--- src/rtl/ex_dispatch_arbiter.sv ---
// ex_dispatch_arbiter: round-robin arbiter that merges NUM_REQS dispatch lanes
// into one execution unit through a 2-entry {lane, payload} FIFO. A lane is
// granted only while the FIFO has a free slot. Cycles in which requests are
// pending but nothing is granted are counted in a saturating stall counter.
module ex_dispatch_arbiter #(
    parameter int NUM_REQS = 4,
    parameter int DATAW    = 64,
    parameter int CTR_W    = 32
) (
    input  logic                        clk,
    input  logic                        reset,
    input  logic [NUM_REQS-1:0]         req_valid,
    input  logic [NUM_REQS*DATAW-1:0]   req_data,
    output logic [NUM_REQS-1:0]         req_ready,
    output logic                        out_valid,
    output logic [DATAW-1:0]            out_data,
    output logic [$clog2(NUM_REQS)-1:0] out_sel,
    input  logic                        out_ready,
    output logic [CTR_W-1:0]            stall_count
);

    localparam int SELW = $clog2(NUM_REQS);

    // FIFO storage and bookkeeping
    logic [DATAW-1:0]      mem_data [2];
    logic [SELW-1:0]       mem_sel  [2];
    logic [1:0]            count;
    logic                  rd_ptr;
    logic                  wr_ptr;
    logic [SELW-1:0]       rr_ptr;

    logic                  can_accept;
    logic [2*NUM_REQS-1:0] rot_valid;
    logic                  gnt_vld;
    logic [SELW-1:0]       gnt_idx;
    logic [DATAW-1:0]      gnt_data;
    logic                  push;
    logic                  pop;
    logic [SELW-1:0]       rr_next;

    // Acceptance depends only on stored occupancy, never on out_ready
    assign can_accept = (count < 2'd2);

    // Search upward from rr_ptr: rotate a doubled copy of the valids so the
    // first set bit of the low NUM_REQS bits is the winner, offset by rr_ptr.
    always_comb begin
        logic [SELW:0] sum;
        rot_valid = {req_valid, req_valid} >> rr_ptr;
        gnt_vld   = 1'b0;
        gnt_idx   = '0;
        sum       = '0;
        for (int i = 0; i < NUM_REQS; i++) begin
            if (!gnt_vld && rot_valid[i]) begin
                gnt_vld = 1'b1;
                sum     = {1'b0, rr_ptr} + (SELW+1)'(i);
                if (sum >= (SELW+1)'(NUM_REQS))
                    sum = sum - (SELW+1)'(NUM_REQS);
                gnt_idx = sum[SELW-1:0];
            end
        end
    end

    // Payload mux for the granted lane
    always_comb begin
        gnt_data = '0;
        for (int i = 0; i < NUM_REQS; i++) begin
            if (SELW'(i) == gnt_idx)
                gnt_data = req_data[i*DATAW +: DATAW];
        end
    end

    assign push = gnt_vld && can_accept && !reset;

    // One-hot accept for the granted lane only
    always_comb begin
        for (int i = 0; i < NUM_REQS; i++)
            req_ready[i] = push && (SELW'(i) == gnt_idx);
    end

    assign rr_next   = (gnt_idx == SELW'(NUM_REQS-1)) ? '0 : gnt_idx + 1'b1;

    assign out_valid = (count != 2'd0) && !reset;
    assign out_data  = mem_data[rd_ptr];
    assign out_sel   = mem_sel[rd_ptr];
    assign pop       = out_valid && out_ready;

    // Payload storage needs no reset; occupancy decides validity
    always_ff @(posedge clk) begin
        if (push) begin
            mem_data[wr_ptr] <= gnt_data;
            mem_sel[wr_ptr]  <= gnt_idx;
        end
    end

    // FIFO pointers/count, round-robin pointer and stall counter
    always_ff @(posedge clk) begin
        if (reset) begin
            count       <= 2'd0;
            rd_ptr      <= 1'b0;
            wr_ptr      <= 1'b0;
            rr_ptr      <= '0;
            stall_count <= '0;
        end else begin
            if (push) begin
                wr_ptr <= ~wr_ptr;
                rr_ptr <= rr_next;
            end
            if (pop)
                rd_ptr <= ~rd_ptr;
            case ({push, pop})
                2'b10:   count <= count + 2'd1;
                2'b01:   count <= count - 2'd1;
                default: count <= count;
            endcase
            if ((|req_valid) && !push && (stall_count != {CTR_W{1'b1}}))
                stall_count <= stall_count + 1'b1;
        end
    end

endmodule
--- config.mk ---
export PLATFORM = sky130hd
export DESIGN_NAME = ex_dispatch_arbiter
export DESIGN_NICKNAME = d
export VERILOG_FILES = /design/src/rtl/ex_dispatch_arbiter.sv
export SDC_FILE = /design/constraint.sdc
export NUM_CORES = 1
export LEC_CHECK = 0
export ABC_AREA = 0
export BUFFER_PORTS_ARGS = -buffer_cell sky130_fd_sc_hd__buf_2
export CORE_ASPECT_RATIO = 0.9
export CORE_MARGIN = 3
export CORE_UTILIZATION = 44
export DETAILED_ROUTE_END_ITERATION = 10
export PLACE_DENSITY = 0.8
export SKIP_CTS_REPAIR_TIMING = 1
export SYNTH_ARGS = -nofsm -noshare
export SYNTH_HDL_FRONTEND = slang
export SYNTH_SLANG_ARGS = --single-unit
export TNS_END_PERCENT = 100
--- constraint.sdc ---
create_clock -name clk -period 4.75 [get_ports clk]
set_input_delay 0.95 -clock clk [delete_from_list [all_inputs] [get_ports clk]]
set_output_delay 0.95 -clock clk [all_outputs]
set_load 0.05 [all_outputs]
==> results.sh <==
export IMPL_internal_power_mw=3.73
export IMPL_met2RoutedLength_um=12700
export IMPL_areaGrowthSynthToFinish_pct=31.0
export IMPL_timing_reg2reg_setup_slack_ps=1780
export IMPL_syn_area_um2=8640
export IMPL_row_count=47
export IMPL_first_global_vias=7458
export IMPL_count_of_final_hold_check_violations=0
export IMPL_overflow=0
export IMPL_area_fraction_in_compound_gates_after_synthesis_pct=16.9
export IMPL_via_per_inst=5.55
export IMPL_timing_final_setup_violations=0
export IMPL_tritoncts="built"
export IMPL_combinational_family_with_the_most_area_after_synthesis="compound AO/OA/AOI/OAI gates"
export IMPL_route_vias_total=7886
export IMPL_route_layer_met1_wl_um=10600
export IMPL_fp_dieW_um=154
export IMPL_ys_top_cells_by_area="sky130_fd_sc_hd__edfxtp_1, sky130_fd_sc_hd__dfxtp_1, sky130_fd_sc_hd__mux2_2, sky130_fd_sc_hd__a22oi_1, sky130_fd_sc_hd__a21oi_1"
export IMPL_place_port_buffers=365
export IMPL_grt_setup_unrepaired="no"
export IMPL_muxShareOfSynthArea_pct=9.37
export IMPL_synthArstFlopShare_pct=0
export IMPL_floorplan_io_pins=366
export IMPL_core_area_um2=18800
export IMPL_post_synth_num_cell_types=45
export IMPL_gp_congestion=0.963
export IMPL_cts_path_max_buffers=2
export IMPL_design_die_area_um2=21400
export IMPL_grt_antenna_before_repair=1
export IMPL_switching_power_mw=2.71
export IMPL_outcome="completed"
export IMPL_synth_yosys_seq_area_share_pct=54.9
export IMPL_drive_above_1_share_pct=41.6
export IMPL_detail_route_wirelength_um=26200
export IMPL_worst_clock_skew_on_the_final_layout_ps=13.5
export IMPL_cts_buffers_inserted=17
export IMPL_avgRoutedWirePerCell_um=18.4
export IMPL_clock_tree_htree_level_count=4
export IMPL_yosys_area_share_simple_pct=13.7
export IMPL_power_density_nw_per_um2=568
export IMPL_critPathArrivalTime_ps=2560
export IMPL_route_detailed_drc=0
export IMPL_grt_first_pass_wirelength_um=40400
export IMPL_firstDrtPassIters=5
export IMPL_drv_max_cap_violation_count=0
export IMPL_die_h_um=139
export IMPL_p_leak_nw=4.62
export IMPL_hold_path_class="reg2reg"
export IMPL_cts_root_buf="sky130_fd_sc_hd__clkbuf_16"
export IMPL_grt_util_all_layers_pct=23.7
export IMPL_yosys_cell_count_top_type="sky130_fd_sc_hd__edfxtp_1"
export IMPL_initial_core_util_pct=45.9
export IMPL_route_met3_wl_um=2220
export IMPL_synth_enable_flop_cells=132
export IMPL_fraction_of_the_mapped_netlist_area_in_adder_cells_pct=0.869
export IMPL_clk_pin_slew_ps=70
export IMPL_yosys_area_top_type="sky130_fd_sc_hd__edfxtp_1"
export IMPL_setup_tns_ps=0
export IMPL_share_clk_of_total_power_pct=22.2
export IMPL_timing_critical_path_to_type="output port"
export IMPL_holdWs_ps=509
export IMPL_route_antenna_remaining_nets=0
export IMPL_grt_start_max_net_pins=129
export IMPL_routed_top_layer="met4"
export IMPL_clock_sinks=171
export IMPL_relative_contribution_of_combinational_cells_to_total_power_pct=42.9
export IMPL_peakVddDrop_mv=0.337
export IMPL_startpoint_type="input port"
export IMPL_post_layout_total_power_mw=6.44
export IMPL_synthCells=825
export IMPL_dp_hpwl_um=18800
export IMPL_share_of_total_power_consumed_by_net_switching_pct=42.0
export IMPL_worst_slew_pin_transition_ps=974
export IMPL_worstSkewPairLatency_ps=430
export IMPL_timing_critical_path_required_ps=3800
export IMPL_yosysWarnings=0
export IMPL_slew_headroom_pct=35.0
export IMPL_drv_slew=0
export IMPL_post_synth_cell_area_avg_um2=10.5
export IMPL_drt_iter0_drc=557
export IMPL_yosys_register_bits=171
export IMPL_min_period_ps=3510
export IMPL_yosys_top_cells_count="sky130_fd_sc_hd__edfxtp_1, sky130_fd_sc_hd__a21oi_1, sky130_fd_sc_hd__nor2_1"
export IMPL_worstSetupPathType="in2out"
export IMPL_yosys_area_share_xor_xnor_pct=0.811
export IMPL_power_frac_seq_pct=34.9
export IMPL_min_period_over_period_pct=73.8
export IMPL_syn_nets=1094
export IMPL_maxClockFrequency_mhz=285
export IMPL_critical_path_peak_fanout=5
export IMPL_synth_flop_cell="sky130_fd_sc_hd__edfxtp_1"
export IMPL_synth_largest_type_area_fraction_pct=45.9
export IMPL_layout_nets=1431
power by group through the flow:
stage	Clock, mW	Sequential (mW)	Combinational, mW
2_1_floorplan	0	2.23	2.03
3_3_place_gp	0	2.26	2.71
3_5_place_dp	0	2.28	2.76
4_1_cts	1.46	2.25	2.78
5_1_grt	1.53	2.28	2.99
6_report	1.43	2.25	2.76
logic make-up (layout without fill, tap and decap cells):
logic type,count (synthesis),count (layout)
muxes,72,72
other,0,2
buffers and inverters,70,420
AOI/OAI and AO/OA,247,247
and+or+nand+nor,251,251
xor gates and xnor gates,8,8
adders and majority gates,6,6
DFF,171,171
placed cells by master (no fill, tap or decap), types with 8 or more instances in the layout:
cell,n
sky130_fd_sc_hd__edfxtp_1,132
sky130_fd_sc_hd__inv_1,9
sky130_fd_sc_hd__mux2_2,68
sky130_fd_sc_hd__nand4_1,9
sky130_fd_sc_hd__nand2_1,80
sky130_fd_sc_hd__o21ai_1,10
sky130_fd_sc_hd__dfxtp_1,38
sky130_fd_sc_hd__nand3_1,10
sky130_fd_sc_hd__o21ai_0,67
sky130_fd_sc_hd__buf_4,10
sky130_fd_sc_hd__or4_1,12
sky130_fd_sc_hd__o31ai_1,11
sky130_fd_sc_hd__and2_1,8
sky130_fd_sc_hd__a22oi_1,63
sky130_fd_sc_hd__buf_2,365
sky130_fd_sc_hd__nor2_1,88
sky130_fd_sc_hd__clkbuf_16,17
sky130_fd_sc_hd__a21oi_1,89
sky130_fd_sc_hd__or3_1,9
stage by stage:
step / instances / worst slack [ps] / utilization (%) / instance area, µm²
after floorplan: 825 / 947 / - / 8640
after global placement: 1388 / 1220 / 56.9 / 10700
after detailed placement: 1388 / 1100 / 56.9 / 10700
after CTS: 1420 / 1250 / 60.1 / 11300
after global routing: 1421 / 1150 / 60.2 / 11300
final: 1422 / 1240 / 60.2 / 11300
critical path, stage by stage:
cell                      delay (ps)
sky130_fd_sc_hd__buf_2           120
sky130_fd_sc_hd__nor2b_1         140
sky130_fd_sc_hd__a21oi_1         120
sky130_fd_sc_hd__o22ai_1          90
sky130_fd_sc_hd__a21oi_1         270
sky130_fd_sc_hd__buf_4           190
sky130_fd_sc_hd__inv_1            80
sky130_fd_sc_hd__ha_1            240
sky130_fd_sc_hd__and2_1          150
sky130_fd_sc_hd__buf_2           210
state kept, by name, indices dropped and copies added, names as in the netlist, named ones only:
signal	count
count	2
stall_count	32
mem_data	128
rr_ptr	2
rd_ptr	1
mem_sel	4
wr_ptr	1
final timing paths:
path                                   to  cells after the start                    startpoint
min          stall_count[17]$_SDFFE_PP0P_                      2  stall_count[17]$_SDFFE_PP0P_
max                          req_ready[0]                     10                  req_valid[0]
min reg2reg  stall_count[17]$_SDFFE_PP0P_                      2  stall_count[17]$_SDFFE_PP0P_
max reg2reg     mem_data[1][38]$_DFFE_PP_                     13        rr_ptr[0]$_SDFFE_PP0P_
final cells by class:
type	count	area (µm²)
tap	245	307
multi-input combinational	584	3640
inverter	9	33.8
antenna	2	5.00
sequential	171	4750
timing repair buffer	379	1980
clock inverter	15	178
clock buffer	17	425
fill	1603	7500
routing by layer:
metal,global-route usage [%],vias up
li1,-,3765
met4,8.46,0
met1,30.8,3701
met3,6.08,46
met2,38.6,374
met5,0,-
Power figures use the tool's default switching activity.
